**config.mk**
```make
export PLATFORM = sky130hd
export DESIGN_NAME = interrupt_ack_sequencer
export DESIGN_NICKNAME = d
export VERILOG_FILES = /design/src/rtl/pic_8259_pkg.sv /design/src/rtl/inta_edge_detector.sv /design/src/rtl/interrupt_ack_sequencer.sv
export SDC_FILE = /design/constraint.sdc
export NUM_CORES = 1
export LEC_CHECK = 0
export CORE_MARGIN = 2
export CORE_UTILIZATION = 30
export CTS_CLUSTER_DIAMETER = 150
export CTS_CLUSTER_SIZE = 20
export DETAILED_ROUTE_END_ITERATION = 12
export GPL_TIMING_DRIVEN = 1
export PLACE_DENSITY = 0.65
export SYNTH_ARGS = -nofsm -noshare
export SYNTH_HDL_FRONTEND = slang
export SYNTH_SLANG_ARGS = --single-unit
```
**constraint.sdc**
```tcl
create_clock -name i_clk -period 2.49 [get_ports i_clk]
set_input_delay 0.249 -clock i_clk [delete_from_list [all_inputs] [get_ports i_clk]]
set_output_delay 0.249 -clock i_clk [all_outputs]
set_load 0.1 [all_outputs]
```
**src/rtl/pic_8259_pkg.sv**
```systemverilog
// Shared types and helpers for the 8259A PIC blocks: INTA state encoding, CALL opcode,
// spurious level and one-hot helpers.
package pic_8259_pkg;

  typedef enum logic [1:0] {
    StIdle,
    StAck1,
    StAck2,
    StAck3
  } state_e;

  localparam logic [7:0] CALL_OPCODE    = 8'hCD;
  localparam logic [2:0] SPURIOUS_LEVEL = 3'd7;

  // Isolates the lowest set bit; lowest index wins on multi-bit requests.
  function automatic logic [7:0] lowest_bit(input logic [7:0] v);
    return v & (~v + 8'd1);
  endfunction

  function automatic logic [2:0] onehot_to_bin(input logic [7:0] v);
    logic [2:0] r;
    r = 3'd0;
    for (int i = 7; i >= 0; i--) begin
      if (v[i]) r = i[2:0];
    end
    return r;
  endfunction

endpackage

```
**src/rtl/inta_edge_detector.sv**
```systemverilog
// Synchronises the asynchronous INTA pin and produces single-cycle fall/rise pulses.
module inta_edge_detector #(
  parameter int unsigned SYNC_STAGES = 2
) (
  input  logic i_clk,
  input  logic i_rst_n,
  input  logic i_inta_n,
  output logic o_fall,
  output logic o_rise
);

  logic [SYNC_STAGES-1:0] r_sync;
  logic                   r_prev;
  logic                   w_cur;

  assign w_cur = r_sync[SYNC_STAGES-1];

  // Flops reset to 1 so a released pin never looks like an edge coming out of reset.
  always_ff @(posedge i_clk) begin
    if (!i_rst_n) begin
      r_sync <= '1;
      r_prev <= 1'b1;
    end else begin
      r_sync <= {r_sync[SYNC_STAGES-2:0], i_inta_n};
      r_prev <= w_cur;
    end
  end

  assign o_fall = r_prev & ~w_cur;
  assign o_rise = ~r_prev & w_cur;

endmodule

```
**src/rtl/interrupt_ack_sequencer.sv**
```systemverilog
// INTA responder of the 8259A: raises int_out, walks the INTA pulse train and drives the
// vector / CALL bytes, plus the in-service latch and auto-EOI strobes.
module interrupt_ack_sequencer
  import pic_8259_pkg::*;
#(
  parameter int unsigned SYNC_STAGES = 2
) (
  input  logic       i_clk,
  input  logic       i_rst_n,
  input  logic [7:0] i_interrupt_request,
  input  logic       i_inta_n,
  input  logic       i_mode_8086,
  input  logic       i_auto_eoi,
  input  logic [4:0] i_vector_base,
  input  logic [2:0] i_address_low,
  input  logic [7:0] i_address_high,
  input  logic       i_adi,
  output logic       o_int_out,
  output logic       o_latch_in_service,
  output logic [7:0] o_acknowledged_level,
  output logic [7:0] o_end_of_interrupt,
  output logic [7:0] o_data_out,
  output logic       o_data_out_en
);

  state_e     r_state, w_state_d;
  logic       r_int_out, w_int_out_d;
  logic       r_latch, w_latch_d;
  logic [7:0] r_level, w_level_d;
  logic [7:0] r_eoi, w_eoi_d;
  logic [7:0] r_data, w_data_d;
  logic       r_data_en, w_data_en_d;
  logic       r_mode_8086, w_mode_8086_d;
  logic       r_auto_eoi, w_auto_eoi_d;

  logic       w_fall, w_rise, w_seq_end;
  logic [2:0] w_lvl_num;
  logic [7:0] w_vec_byte;

  inta_edge_detector #(
    .SYNC_STAGES(SYNC_STAGES)
  ) u_edge (
    .i_clk   (i_clk),
    .i_rst_n (i_rst_n),
    .i_inta_n(i_inta_n),
    .o_fall  (w_fall),
    .o_rise  (w_rise)
  );

  assign w_lvl_num = (r_level == 8'd0) ? SPURIOUS_LEVEL : onehot_to_bin(r_level);

  // Second-pulse byte; base/address inputs are taken live at the fall that drives them.
  always_comb begin
    w_vec_byte = 8'd0;
    if (r_mode_8086) begin
      w_vec_byte = {i_vector_base, w_lvl_num};
    end else if (i_adi) begin
      w_vec_byte = {i_address_low, w_lvl_num, 2'b00};
    end else begin
      w_vec_byte = {i_address_low[2:1], w_lvl_num, 3'b000};
    end
  end

  always_comb begin
    w_state_d     = r_state;
    w_int_out_d   = 1'b0;
    w_latch_d     = 1'b0;
    w_level_d     = r_level;
    w_eoi_d       = 8'd0;
    w_data_d      = r_data;
    w_data_en_d   = r_data_en;
    w_mode_8086_d = r_mode_8086;
    w_auto_eoi_d  = r_auto_eoi;
    w_seq_end     = 1'b0;

    case (r_state)
      StIdle: begin
        w_int_out_d = |i_interrupt_request;
        if (w_fall) begin
          w_int_out_d   = 1'b0;
          w_mode_8086_d = i_mode_8086;
          w_auto_eoi_d  = i_auto_eoi;
          w_level_d     = lowest_bit(i_interrupt_request);
          w_latch_d     = |i_interrupt_request;
          w_state_d     = StAck1;
          if (!i_mode_8086) begin
            w_data_d    = CALL_OPCODE;
            w_data_en_d = 1'b1;
          end
        end
      end
      StAck1: begin
        if (w_rise) begin
          w_data_d    = 8'd0;
          w_data_en_d = 1'b0;
          w_state_d   = StAck2;
        end
      end
      StAck2: begin
        if (w_fall) begin
          w_data_d    = w_vec_byte;
          w_data_en_d = 1'b1;
        end else if (w_rise) begin
          w_data_d    = 8'd0;
          w_data_en_d = 1'b0;
          if (r_mode_8086) begin
            w_state_d = StIdle;
            w_seq_end = 1'b1;
          end else begin
            w_state_d = StAck3;
          end
        end
      end
      StAck3: begin
        if (w_fall) begin
          w_data_d    = i_address_high;
          w_data_en_d = 1'b1;
        end else if (w_rise) begin
          w_data_d    = 8'd0;
          w_data_en_d = 1'b0;
          w_state_d   = StIdle;
          w_seq_end   = 1'b1;
        end
      end
      default: begin
        w_state_d   = StIdle;
        w_data_d    = 8'd0;
        w_data_en_d = 1'b0;
      end
    endcase

    if (w_seq_end && r_auto_eoi && (r_level != 8'd0)) begin
      w_eoi_d = r_level;
    end
  end

  always_ff @(posedge i_clk) begin
    if (!i_rst_n) begin
      r_state     <= StIdle;
      r_int_out   <= 1'b0;
      r_latch     <= 1'b0;
      r_level     <= 8'd0;
      r_eoi       <= 8'd0;
      r_data      <= 8'd0;
      r_data_en   <= 1'b0;
      r_mode_8086 <= 1'b0;
      r_auto_eoi  <= 1'b0;
    end else begin
      r_state     <= w_state_d;
      r_int_out   <= w_int_out_d;
      r_latch     <= w_latch_d;
      r_level     <= w_level_d;
      r_eoi       <= w_eoi_d;
      r_data      <= w_data_d;
      r_data_en   <= w_data_en_d;
      r_mode_8086 <= w_mode_8086_d;
      r_auto_eoi  <= w_auto_eoi_d;
    end
  end

  assign o_int_out            = r_int_out;
  assign o_latch_in_service   = r_latch;
  assign o_acknowledged_level = r_level;
  assign o_end_of_interrupt   = r_eoi;
  assign o_data_out           = r_data;
  assign o_data_out_en        = r_data_en;

endmodule
```
==> flow_summary.json <==
{
  "fin_crit_ps": 1770,
  "seqPwrFrac": 0.441,
  "ys_types": 39,
  "drv_cap": 0,
  "vias_per_cell": 4.87,
  "p_switching_mw": 0.359,
  "hold_violations": 0,
  "grt_overflow": 0,
  "wire_per_inst_microns": 13.9,
  "coreArea_sq_um": 5410,
  "outcome": "completed",
  "drc": 0,
  "fmax_mhz": 565,
  "utilization": 0.426,
  "power_mw": 1.30,
  "antenna_found_initial": 0,
  "clkLatencyLatePin_ps": 280,
  "synth-xor-area-share": 0,
  "nets": 282,
  "postCtsHoldBufs": 0,
  "synthesis.nets": 226,
  "whs_ps": 415,
  "wirelength_microns": 4520,
  "internal_power_mw": 0.941,
  "cp-start-kind": "register",
  "synth_top_family_by_area": "simple AND/OR/NAND/NOR gates",
  "place_area_sq_um": 2200,
  "yosysWarnings": 0,
  "p_per_area_nw_per_um2": 564,
  "r2r_setup_slack_ps": 720,
  "postCtsSetupBuffers": 0,
  "avgSynthCellArea_sq_um": 8.43,
  "drtIter0Drc": 156,
  "synth_seq_cells": 34,
  "clk_pin_slew_ps": 80,
  "start_util": 0.306,
  "crit_arrival_ps": 1930,
  "io_pins": 57,
  "setup_viol": 0,
  "finalInstanceArea_sq_um": 2300,
  "dr_total_vias": 1582,
  "ys.flop_type": "dfxtp_1",
  "crit_type": "reg -> reg",
  "synth_edf_count": 0,
  "diodes": 0,
  "grt_pass1_vias": 1483,
  "timing.rr.end": "o_data_out[3]",
  "fp-row-count": 27,
  "gp_congestion": 0.867,
  "worst_slack_ps": 720,
  "pwr-share-clk": 0.385,
  "cp_max_fo": 8,
  "grt_max_degree": 27,
  "chipWidth_microns": 78.2,
  "drive_gt1_frac": 0.178,
  "crit_path_end_kind": "register",
  "cts-root-buf": "clkbuf_8",
  "postRouteAntennaNets": 0,
  "ys_top_cells_by_area": "dfxtp_1, nand2_1, nor2b_1",
  "switching_share": 0.276,
  "synth_compound_area_frac": 0.253,
  "synthCells": 196,
  "synth_fa_ha_area_frac": 0,
  "dp_slack_ps": 448,
  "yosys.area_share.simple": 0.269,
  "dieHeight_microns": 78.2,
  "grt_pass1_wl_microns": 7120,
  "dpl.hpwl_microns": 3310,
  "numCtsBuffers": 5,
  "grt_use_total": 0.146,
  "comb_power_share": 0.175,
  "slew_headroom": 0.532,
  "min_path_type": "reg -> reg",
  "synthMuxAreaShare": 0.0242,
  "async_flop_share": 0,
  "portBuffers": 56,
  "tns_ps": 0,
  "dr_wl_met2_microns": 2130,
  "met1_length_microns": 2110,
  "yosysTopAreaCellShare": 0.412,
  "fillers": 574,
  "r2r_start": "u_edge.r_sync[1]",
  "htreeDepth": 2,
  "cts_resized": 0,
  "irDropWorstVdd_uv": 277,
  "routed.top_layer": "met4",
  "worst_pin_slew_ps": 696,
  "synthesis.area_sq_um": 1650,
  "cts_sinks": 34,
  "report.final.slew_viol_count": 0,
  "yosys.area.top_type": "dfxtp_1",
  "area_growth_syn_to_layout_pct": 39.5,
  "leakage_nw": 0.850,
  "worstPathRequired_ps": 2650,
  "worst_clock_skew_ps": 7.44,
  "drtPass1Iterations": 4,
  "grt_setup_unrepaired": "no",
  "cts_tree": "built",
  "period_share": 0.711,
  "cp-startpoint": "u_edge.r_sync[1]",
  "wl_met3_microns": 231,
  "r2r.worst_path.cells": 5,
  "cp-endpoint": "o_data_out[3]",
  "fp.dieArea_sq_um": 6110,
  "numPlacedInstances": 317,
  "synth_seq_area_share": 0.412,
  "stdcell_count": 325,
  "cts_max_path_buffers": 2
}
[cells in the mapped netlist, types with 2 or more instances]
master,n
buf_2,2
nand2b_1,6
a22o_1,2
nand3_1,5
nor2_2,2
o21ai_0,14
a32oi_1,4
mux2i_1,4
dfxtp_1,34
a21oi_1,13
a32o_1,3
inv_1,4
a31oi_1,2
nor2_1,16
a21boi_0,5
nor4_1,2
o21bai_1,2
o21ai_1,3
or3_1,2
clkbuf_1,5
a22oi_1,3
a221oi_1,3
nand2_1,24
nor2b_1,12
and2_1,10
[worst max-delay path: stages, from the launching register on]
cell and delay, ps:
dfxtp_1 420, nand2b_1 400, nor2_2 180, a22o_1 270, a221oi_1 280, a21oi_1 90
[cell families after synthesis]
kind of cell,after synthesis
flops,34
compound gates,60
mux,4
buf+inv,13
simple gates,85
[per-layer routing]
| metal | vias to the layer above | GRT usage |
|---|---|---|
| li1 | 811 | - |
| met5 | - | 0 |
| met4 | 0 | 0.0439 |
| met3 | 5 | 0.0356 |
| met1 | 722 | 0.191 |
| met2 | 44 | 0.240 |
[power by group through the flow]
stage | logic (mW) | clock network, mW | registers, mW
2_1_floorplan | 0.0733 | 0 | 0.650
3_3_place_gp | 0.227 | 0 | 0.585
4_1_cts | 0.229 | 0.513 | 0.572
5_1_grt | 0.242 | 0.536 | 0.575
3_5_place_dp | 0.228 | 0 | 0.585
6_report | 0.227 | 0.500 | 0.573
[flip-flops by register name (all words and copies together), names as in the netlist]
register              count
o_acknowledged_level      8
u_edge.r_sync             2
o_data_out_en             1
r_mode_8086               1
o_latch_in_service        1
o_data_out                8
r_state                   2
o_int_out                 1
r_auto_eoi                1
o_end_of_interrupt        8
u_edge.r_prev             1
[placed cells by master (no fill, tap or decap), drive strengths merged, types with 3 or more instances in the layout]
master and n:
nand2 24, nand2b 6, o21ai 17, a21oi 13, a32o 3, nand3 5, buf 29, a221oi 3
nor2 18, and2 10, nor2b 12, inv 4, clkbuf 5, a32oi 4, mux2i 4, clkdlybuf4s50 29
a22oi 3, dfxtp 34, a21boi 6
[worst min-delay path by stage]
stage	startpoint	cells past startpoint	slack (ps)	endpoint
finish	u_edge.r_sync[0]	1	420	u_edge.r_sync[1]
global route	u_edge.r_sync[0]	1	430	u_edge.r_sync[1]
CTS	u_edge.r_sync[0]	1	420	u_edge.r_sync[1]
detailed placement	u_edge.r_sync[0]	1	400	u_edge.r_sync[1]
global placement	u_edge.r_sync[0]	1	400	u_edge.r_sync[1]
floorplan	i_rst_n	1	320	u_edge.r_sync[0]
[cell type report]
| type | instances | area, sq um | area share |
|---|---|---|---|
| multi-input combinational | 149 | 902 | 0.391 |
| clock inverter | 3 | 40.0 | 0.0174 |
| sequential | 34 | 681 | 0.295 |
| timing repair buffer | 58 | 508 | 0.220 |
| clock buffer | 5 | 68.8 | 0.0299 |
| inverter | 4 | 15.0 | 0.00651 |
| tap | 72 | 90.1 | 0.0391 |
(Power assumes the default switching activity.)
